--- config.mk ---
export PLATFORM = sky130hd
export DESIGN_NAME = mem_port_arbiter
export DESIGN_NICKNAME = d
export VERILOG_FILES = /design/src/rtl/arb_pkg.sv /design/src/rtl/mem_arb_sel.sv /design/src/rtl/mem_port_arbiter.sv
export SDC_FILE = /design/constraint.sdc
export NUM_CORES = 1
export LEC_CHECK = 0
export ABC_CLOCK_PERIOD_IN_PS = 1800
export CAP_MARGIN = 25
export CORE_MARGIN = 2
export CORE_UTILIZATION = 38
export CTS_CLUSTER_SIZE = 30
export DETAILED_ROUTE_END_ITERATION = 8
export GPL_TIMING_DRIVEN = 1
export PLACE_DENSITY_LB_ADDON = 0.2
export REMOVE_ABC_BUFFERS = 1
export SYNTH_ARGS = -nofsm -noshare
export SYNTH_HDL_FRONTEND = slang
export SYNTH_SLANG_ARGS = --single-unit
--- constraint.sdc ---
create_clock -name clk_i -period 1.8 [get_ports clk_i]
set_input_delay 0.36 -clock clk_i [delete_from_list [all_inputs] [get_ports clk_i]]
set_output_delay 0.36 -clock clk_i [all_outputs]
set_load 0.03 [all_outputs]
--- src/rtl/arb_pkg.sv ---
// Shared types for the memory port arbiter: FSM state, owner and latched command.
package arb_pkg;

    localparam int unsigned ARB_AW_MAX = 64;
    localparam int unsigned ARB_CNT_W  = 4;

    typedef enum logic {
        IDLE = 1'b0,
        BUSY = 1'b1
    } arb_state_e;

    typedef enum logic {
        OWN_IF = 1'b0,
        OWN_LS = 1'b1
    } arb_owner_e;

    // addr is sized for the widest supported AW; only the low AW bits are meaningful
    typedef struct packed {
        logic                  we;
        logic [3:0]            be;
        logic [ARB_AW_MAX-1:0] addr;
        logic [31:0]           wdata;
        arb_owner_e            owner;
    } arb_cmd_t;

endpackage

--- src/rtl/mem_arb_sel.sv ---
// Combinational winner selection between fetch and load/store requesters.
// ARB_ROUND_ROBIN_EN selects alternating grants; otherwise load/store has fixed priority.
module mem_arb_sel
    import arb_pkg::*;
(
    input  logic       if_req_i,
    input  logic       ls_req_i,
    input  arb_owner_e last_owner_i,
    output arb_owner_e owner_o,
    output logic       valid_o
);

    assign valid_o = if_req_i | ls_req_i;

`ifdef ARB_ROUND_ROBIN_EN
    always_comb begin
        owner_o = OWN_IF;
        if (if_req_i && ls_req_i) begin
            owner_o = (last_owner_i == OWN_LS) ? OWN_IF : OWN_LS;
        end else if (ls_req_i) begin
            owner_o = OWN_LS;
        end
    end
`else
    logic w_unused_last;
    assign w_unused_last = last_owner_i;

    always_comb begin
        owner_o = ls_req_i ? OWN_LS : OWN_IF;
    end
`endif

endmodule

--- src/rtl/mem_port_arbiter.sv ---
// Two-port (fetch, load/store) arbiter onto a single fixed-latency memory port.
// Define ARB_ROUND_ROBIN_EN for round-robin arbitration; default is ls-over-if priority.
module mem_port_arbiter
    import arb_pkg::*;
#(
    parameter int unsigned MEM_LAT = 2,
    parameter int unsigned AW      = 32
) (
    input  logic          clk_i,
    input  logic          rst_ni,

    input  logic          if_req_i,
    input  logic [AW-1:0] if_addr_i,
    output logic          if_gnt_o,
    output logic          if_rvalid_o,
    output logic [31:0]   if_rdata_o,

    input  logic          ls_req_i,
    input  logic          ls_we_i,
    input  logic [3:0]    ls_be_i,
    input  logic [AW-1:0] ls_addr_i,
    input  logic [31:0]   ls_wdata_i,
    output logic          ls_gnt_o,
    output logic          ls_rvalid_o,
    output logic [31:0]   ls_rdata_o,

    output logic          mem_req_o,
    output logic          mem_we_o,
    output logic [3:0]    mem_be_o,
    output logic [AW-1:0] mem_addr_o,
    output logic [31:0]   mem_wdata_o,
    input  logic [31:0]   mem_rdata_i,

    output logic          busy_o
);

    localparam logic [ARB_CNT_W-1:0] LAT_M1 = ARB_CNT_W'(MEM_LAT - 1);

    if (MEM_LAT == 0 || MEM_LAT > 15) begin : g_bad_lat
        $error("mem_port_arbiter: MEM_LAT must be in 1..15");
    end
    if (AW == 0 || AW > ARB_AW_MAX) begin : g_bad_aw
        $error("mem_port_arbiter: AW out of supported range");
    end

    arb_state_e           r_state;
    logic [ARB_CNT_W-1:0] r_cnt;
    arb_cmd_t             r_cmd;

    arb_owner_e w_last_owner;
    arb_owner_e w_sel_owner;
    logic       w_sel_valid;
    logic       w_gnt;
    logic       w_busy;
    logic       w_done;
    arb_cmd_t   w_next_cmd;
    logic       w_unused_addr;

    mem_arb_sel u_sel (
        .if_req_i     (if_req_i),
        .ls_req_i     (ls_req_i),
        .last_owner_i (w_last_owner),
        .owner_o      (w_sel_owner),
        .valid_o      (w_sel_valid)
    );

`ifdef ARB_ROUND_ROBIN_EN
    arb_owner_e r_last_owner;

    always_ff @(posedge clk_i or negedge rst_ni) begin
        if (!rst_ni) begin
            r_last_owner <= OWN_IF;
        end else if (w_gnt) begin
            r_last_owner <= w_sel_owner;
        end
    end

    assign w_last_owner = r_last_owner;
`else
    assign w_last_owner = OWN_IF;
`endif

    // Grant is combinational but suppressed while reset is asserted so all outputs read 0.
    assign w_gnt  = rst_ni & (r_state == IDLE) & w_sel_valid;
    assign w_busy = (r_state == BUSY);
    assign w_done = w_busy & (r_cnt == '0);

    always_comb begin
        w_next_cmd = '0;
        if (w_sel_owner == OWN_LS) begin
            w_next_cmd.we            = ls_we_i;
            w_next_cmd.be            = ls_be_i;
            w_next_cmd.addr[AW-1:0]  = ls_addr_i;
            w_next_cmd.wdata         = ls_wdata_i;
            w_next_cmd.owner         = OWN_LS;
        end else begin
            w_next_cmd.be            = 4'hF;
            w_next_cmd.addr[AW-1:0]  = if_addr_i;
            w_next_cmd.owner         = OWN_IF;
        end
    end

    always_ff @(posedge clk_i or negedge rst_ni) begin
        if (!rst_ni) begin
            r_state <= IDLE;
            r_cnt   <= '0;
            r_cmd   <= '0;
        end else begin
            case (r_state)
                IDLE: begin
                    if (w_gnt) begin
                        r_cmd   <= w_next_cmd;
                        r_cnt   <= LAT_M1;
                        r_state <= BUSY;
                    end
                end
                BUSY: begin
                    if (r_cnt == '0) begin
                        r_state <= IDLE;
                    end else begin
                        r_cnt <= r_cnt - 1'b1;
                    end
                end
                default: r_state <= IDLE;
            endcase
        end
    end

    assign if_gnt_o = w_gnt & (w_sel_owner == OWN_IF);
    assign ls_gnt_o = w_gnt & (w_sel_owner == OWN_LS);
    assign busy_o   = w_busy;

    assign mem_req_o   = w_busy;
    assign mem_we_o    = w_busy & r_cmd.we;
    assign mem_be_o    = w_busy ? r_cmd.be : 4'h0;
    assign mem_addr_o  = w_busy ? r_cmd.addr[AW-1:0] : '0;
    assign mem_wdata_o = w_busy ? r_cmd.wdata : 32'h0;

    assign if_rvalid_o = w_done & (r_cmd.owner == OWN_IF);
    assign ls_rvalid_o = w_done & (r_cmd.owner == OWN_LS);

    // Write completions return zero data.
    assign if_rdata_o = if_rvalid_o ? mem_rdata_i : 32'h0;
    assign ls_rdata_o = (ls_rvalid_o && !r_cmd.we) ? mem_rdata_i : 32'h0;

    assign w_unused_addr = ^r_cmd.addr;

endmodule

After elaboration in Yosys (flattened, before gate mapping)
Cells that the tools add are included.

Bitwise operators: 12. Reductions and logical operators: 5. $add $sub $neg: 1. Multiplexer cells: 17. Eq/ne operators: 2.

Operators with widths (count): 32-bit two-way mux (6); 4-bit two-way mux (4); 1-bit bitwise AND (8); 4-bit case mux with 2 select lines (1); 1-bit two-way mux (5); 4-bit logical NOT (1); 2-bit inequality test (second input constant) (2); 2-bit AND reduction (2); 4-bit by 1-bit subtractor with 4-bit output (second input constant) (1); 1-bit inverter (3); 1-bit case mux with 2 select lines (1); 1-bit logical AND (1); 1-bit logical NOT (1); 1-bit OR (1).

Input port bits: 137. Bits in registers: 75.

Logic depth before layout (Yosys ltp)
Word-level depth: 5. Depth in mapped cells: 6. Gate-level depth less buffers: 5.

Hierarchy
A second synthesis with hierarchy kept.

Cells, all modules: 485. Area total of the unflattened synthesis: 4179.0 um2.

By module, submodules not included: mem_port_arbiter (cells an instance 483, times used 1, area an instance 4165.2 um2); mem_arb_sel (cells an instance 2, times used 1, area an instance 13.8 um2).

Least setup slack after synthesis
No wires, ideal clock.

Kind: reg-to-output. Start point: reg r_state, in the netlist busy_o. End point: out ls_gnt_o. Arrival: 1671 ps. Required time: 1440 ps. Cell stages (with the launch flop): 4. Slack: -231 ps. Path through: dfrtp_1 -> buf_4 -> buf_2 -> nor3b_1.

Word-level cells in the longest chain between the ends: 4.

Ends and longest elaborated chain: start: declaration (line mem_port_arbiter.sv:46) `arb_state_e r_state;`; start signal: assignment (line mem_port_arbiter.sv:105) `r_state <= IDLE;`; start signal: assignment (line mem_port_arbiter.sv:114) `r_state <= BUSY;`; start signal: assignment (line mem_port_arbiter.sv:119) `r_state <= IDLE;`; 1-bit inverter (no line); 1-bit bitwise AND (2 in series) (line mem_port_arbiter.sv:84) `assign w_gnt = rst_ni & (r_state == IDLE) & w_sel_valid;`; 1-bit bitwise AND (line mem_port_arbiter.sv:130) `assign ls_gnt_o = w_gnt & (w_sel_owner == OWN_LS);`; end: declaration (line mem_port_arbiter.sv:23) `output logic ls_gnt_o,`.

Every way passes these cells.

Worst setup path in the final report
Start point: reg r_cnt[0]. End point: out if_rdata_o[2].

Word-level cells in the longest chain between the ends: 4.

Ends and longest elaborated chain: start: declaration (line mem_port_arbiter.sv:47) `logic [ARB_CNT_W-1:0] r_cnt;`; start signal: assignment (line mem_port_arbiter.sv:121) `r_cnt <= r_cnt - 1'b1;`; 4-bit logical NOT (line mem_port_arbiter.sv:86) `assign w_done = w_busy & (r_cnt == '0);`; 1-bit bitwise AND (line mem_port_arbiter.sv:86); 1-bit bitwise AND (line mem_port_arbiter.sv:139) `assign if_rvalid_o = w_done & (r_cmd.owner == OWN_IF);`; 32-bit two-way mux (line mem_port_arbiter.sv:143) `assign if_rdata_o = if_rvalid_o ? mem_rdata_i : 32'h0;`; end: declaration (line mem_port_arbiter.sv:16) `output logic [31:0] if_rdata_o,`.

Every way passes these cells.

==> impl_metrics.py <==
metrics = {
    "yosys": {
        "synth_fa_ha_area_share_pct": 0.272,
        "synth_top_family_by_area": "simple AND/OR/NAND/NOR gates",
        "yosysSeqAreaShare_pct": 40.7,
        "ys_seq_elements": 75,
        "async_flop_share_pct": 100,
        "synth-xor-area-share_pct": 0,
        "synth-compound-area-share_pct": 22.2,
        "synth-edff-count": 0,
        "synthSimpleGateAreaFrac_pct": 23.7,
        "ys.flop_type": "dfrtp_1",
        "syn-cell-area_mm2": 0.00461,
        "ys_types": 29,
        "synth.yosys.warnings": 0,
        "synthMuxAreaShare_pct": 7.17,
        "yosysTopAreaCell": "dfrtp_1",
        "synth_top_area_share_pct": 40.7,
        "syn_area_per_cell_um2": 9.36,
        "yosys-top-cells-area": "dfrtp_1 41%, and2_1 18%, o21ai_2 13%, o21ai_0 7.6%, mux2i_1 7.2%",
        "syn_inst": 492,
    },
    "grt": {
        "grt_pass1_wl_um": 24100,
        "grt_pass1_vias": 4654,
        "grt.overflow.total": 0,
        "grt_max_degree": 66,
        "grtUsageTotal_pct": 23.6,
        "grt_antenna_before_repair": 3,
    },
    "layout": {
        "final_core_util_pct": 76.8,
        "n_fill_cell": 802,
        "fin_area_mm2": 0.00915,
        "areaGrowthSynthToFinish_pct": 98.7,
        "drive_above_1_share_pct": 51.7,
        "final_nets": 933,
    },
    "setup_path": {
        "critPathKind": "register to output port",
        "timing.rr.start": "busy_o$_DFF_PN0_",
        "r2r_cells": 6,
        "worstPathRequired_ps": 1440,
        "crit_path_end": "if_rdata_o[2]",
        "reg2reg_to": "r_cmd[38]$_DFFE_PN0P_",
        "r2r_setup_slack_ps": 110,
        "critPathLaunchType": "register",
        "crit_fanout": 16,
        "cp-startpoint": "r_cnt[0]$_DFFE_PN0P_",
        "arrival_ps": 1790,
        "cp-end-kind": "output port",
    },
    "cts": {
        "cts_tree": "done",
        "holdBufCountCts": 0,
        "numCtsBuffers": 9,
        "cts_max_level": 3,
        "clockBufferDepth": 2,
        "path_clk_slew_ps": 60,
        "clkSinkCount": 75,
        "clk_latency_ps": 330,
        "cts-root-buf": "clkbuf_16",
    },
    "die": {
        "die_area_mm2": 0.0130,
        "core_mm2": 0.0119,
        "dieWidth_um": 114,
        "rows": 40,
        "fp.dieH_um": 114,
        "start_util_pct": 38.7,
        "design.portCount": 276,
    },
    "power_and_ir_drop": {
        "powerDensity_mw_per_mm2": 1650,
        "power.leakage_nw": 4.24,
        "irDropWorstVdd_uv": 1000,
        "power_mw": 15.1,
    },
    "timing": {
        "max_freq_mhz": 465,
        "min_period_ps": 2150,
        "tightestPinTransition_ps": 715,
        "period_share_pct": 120,
        "fin_setup_tns_ps": -27120,
        "setup_viol": 134,
        "hold_slack_ps": 76.4,
        "rsz0062_at_grt": "yes",
        "clock_skew_ps": 8.09,
        "setup_ws_ps": -352,
        "slew_violations": 0,
        "relSlewSlack_pct": 52.4,
        "hold_viol_final": 0,
    },
    "outcome": {
        "status": "finished, violations left",
        "failed_checks": "negative setup slack",
    },
    "placement": {
        "hpwl_um": 10500,
        "gp_congestion": 0.793,
        "io_buffers": 275,
        "dpl-instance-area_mm2": 0.00729,
    },
    "route": {
        "via_per_inst": 5.11,
        "detail_route.first_pass.iterations": 4,
        "ant_nets": 0,
        "first_iter_violations": 195,
        "dr_total_vias": 4856,
        "drc": 0,
        "wl_um": 17800,
        "post_drt_wl_per_cell_um": 18.7,
    },
    "flow_run": {
        "max_cap_violations": 0,
    },
    "worst_hold_path": {
        "hold_path.class": "input port to async pin",
    },
}
==> kinds of logic after synthesis <==
family	count (synthesis)
flops	75
compound gates	148
mux	33
fa+ha+maj	1
simple gates	186
buf+inv	49
==> cell usage after synthesis, drive strengths merged, types with 2 or more instances <==
library cell	number
nand2	33
nor3	2
inv	3
and2	133
dfrtp	75
o21ai	142
nand2b	3
buf	23
mux2i	33
nor2b	5
clkbuf	23
nor2	4
a22o	3
==> flip-flops by register name, indices dropped and copies added, names as in the netlist <==
signal  count
busy_o      1
r_cmd      70
r_cnt       4
==> worst min path at each step <==
| stage | end | slack (ps) | cells after the start | startpoint |
|---|---|---|---|---|
| after floorplan | busy_o$_DFF_PN0_ | 60 | 0 | rst_ni |
| after global placement | r_cmd[17]$_DFFE_PN0P_ | 440 | 2 | rst_ni |
| after detailed placement | r_cmd[7]$_DFFE_PN0P_ | 430 | 2 | rst_ni |
| after CTS | r_cmd[19]$_DFFE_PN0P_ | 80 | 2 | rst_ni |
| after global routing | r_cmd[7]$_DFFE_PN0P_ | 90 | 2 | rst_ni |
| final | r_cmd[19]$_DFFE_PN0P_ | 80 | 2 | rst_ni |
==> cell usage in the layout, fill, tap and decap left out, types with 4 or more instances in the layout <==
cell type,n
o21ai_2,68
buf_12,17
and2_1,16
buf_6,133
dfrtp_1,73
nand2_1,33
buf_16,4
and2_4,117
mux2i_1,33
clkbuf_16,22
buf_4,31
nor2b_1,5
o21ai_0,70
clkdlybuf4s50_1,133
buf_8,4
==> routing by layer <==
metal / vias up / global-route usage (%) / wire length (um)
li1: 2266 / - / -
met1: 2329 / 26.6 / 6660
met2: 229 / 41.8 / 9060
met3: 32 / 7.04 / 1530
met4: 0 / 9.43 / 544
met5: - / 0 / 0
==> where the power goes <==
group	internal (mW)	switching (mW)	total, mW
Combinational	5.41	4.87	10.3
Clock	1.15	0.677	1.83
Sequential	2.51	0.489	3.00
Total	9.07	6.03	15.1
==> cell type report <==
class	count	area [um2]	area share, %
timing repair buffer	338	3970	43.4
multi-input combinational	368	2800	30.6
sequential	75	1880	20.6
clock buffer	14	264	2.88
tap	147	184	2.01
clock inverter	2	35.0	0.383
inverter	3	11.3	0.123
antenna	3	7.51	0.0820
==> worst max-delay path: stages, from the launching register on <==
cell and delay, ps:
dfrtp_1 400, inv_2 90, ha_4 150, nand2b_4 90, nor3_4 130, buf_6 160, buf_16 150, and2_1 150
buf_6 130
==> through the flow <==
step,setup WS [ps],instances
after CTS,-285,922
after detailed placement,-216,893
after global routing,-450,950
final,-352,950
after global placement,-193,893
after floorplan,-3820,446
==> timing repair <==
item,4_1_cts,5_1_grt
setup buffers,8,9
pin swaps,3,5
gates resized for setup,187,99
cloned,5,16
setup endpoints to repair,123,136
Power figures use the tool's default switching activity.
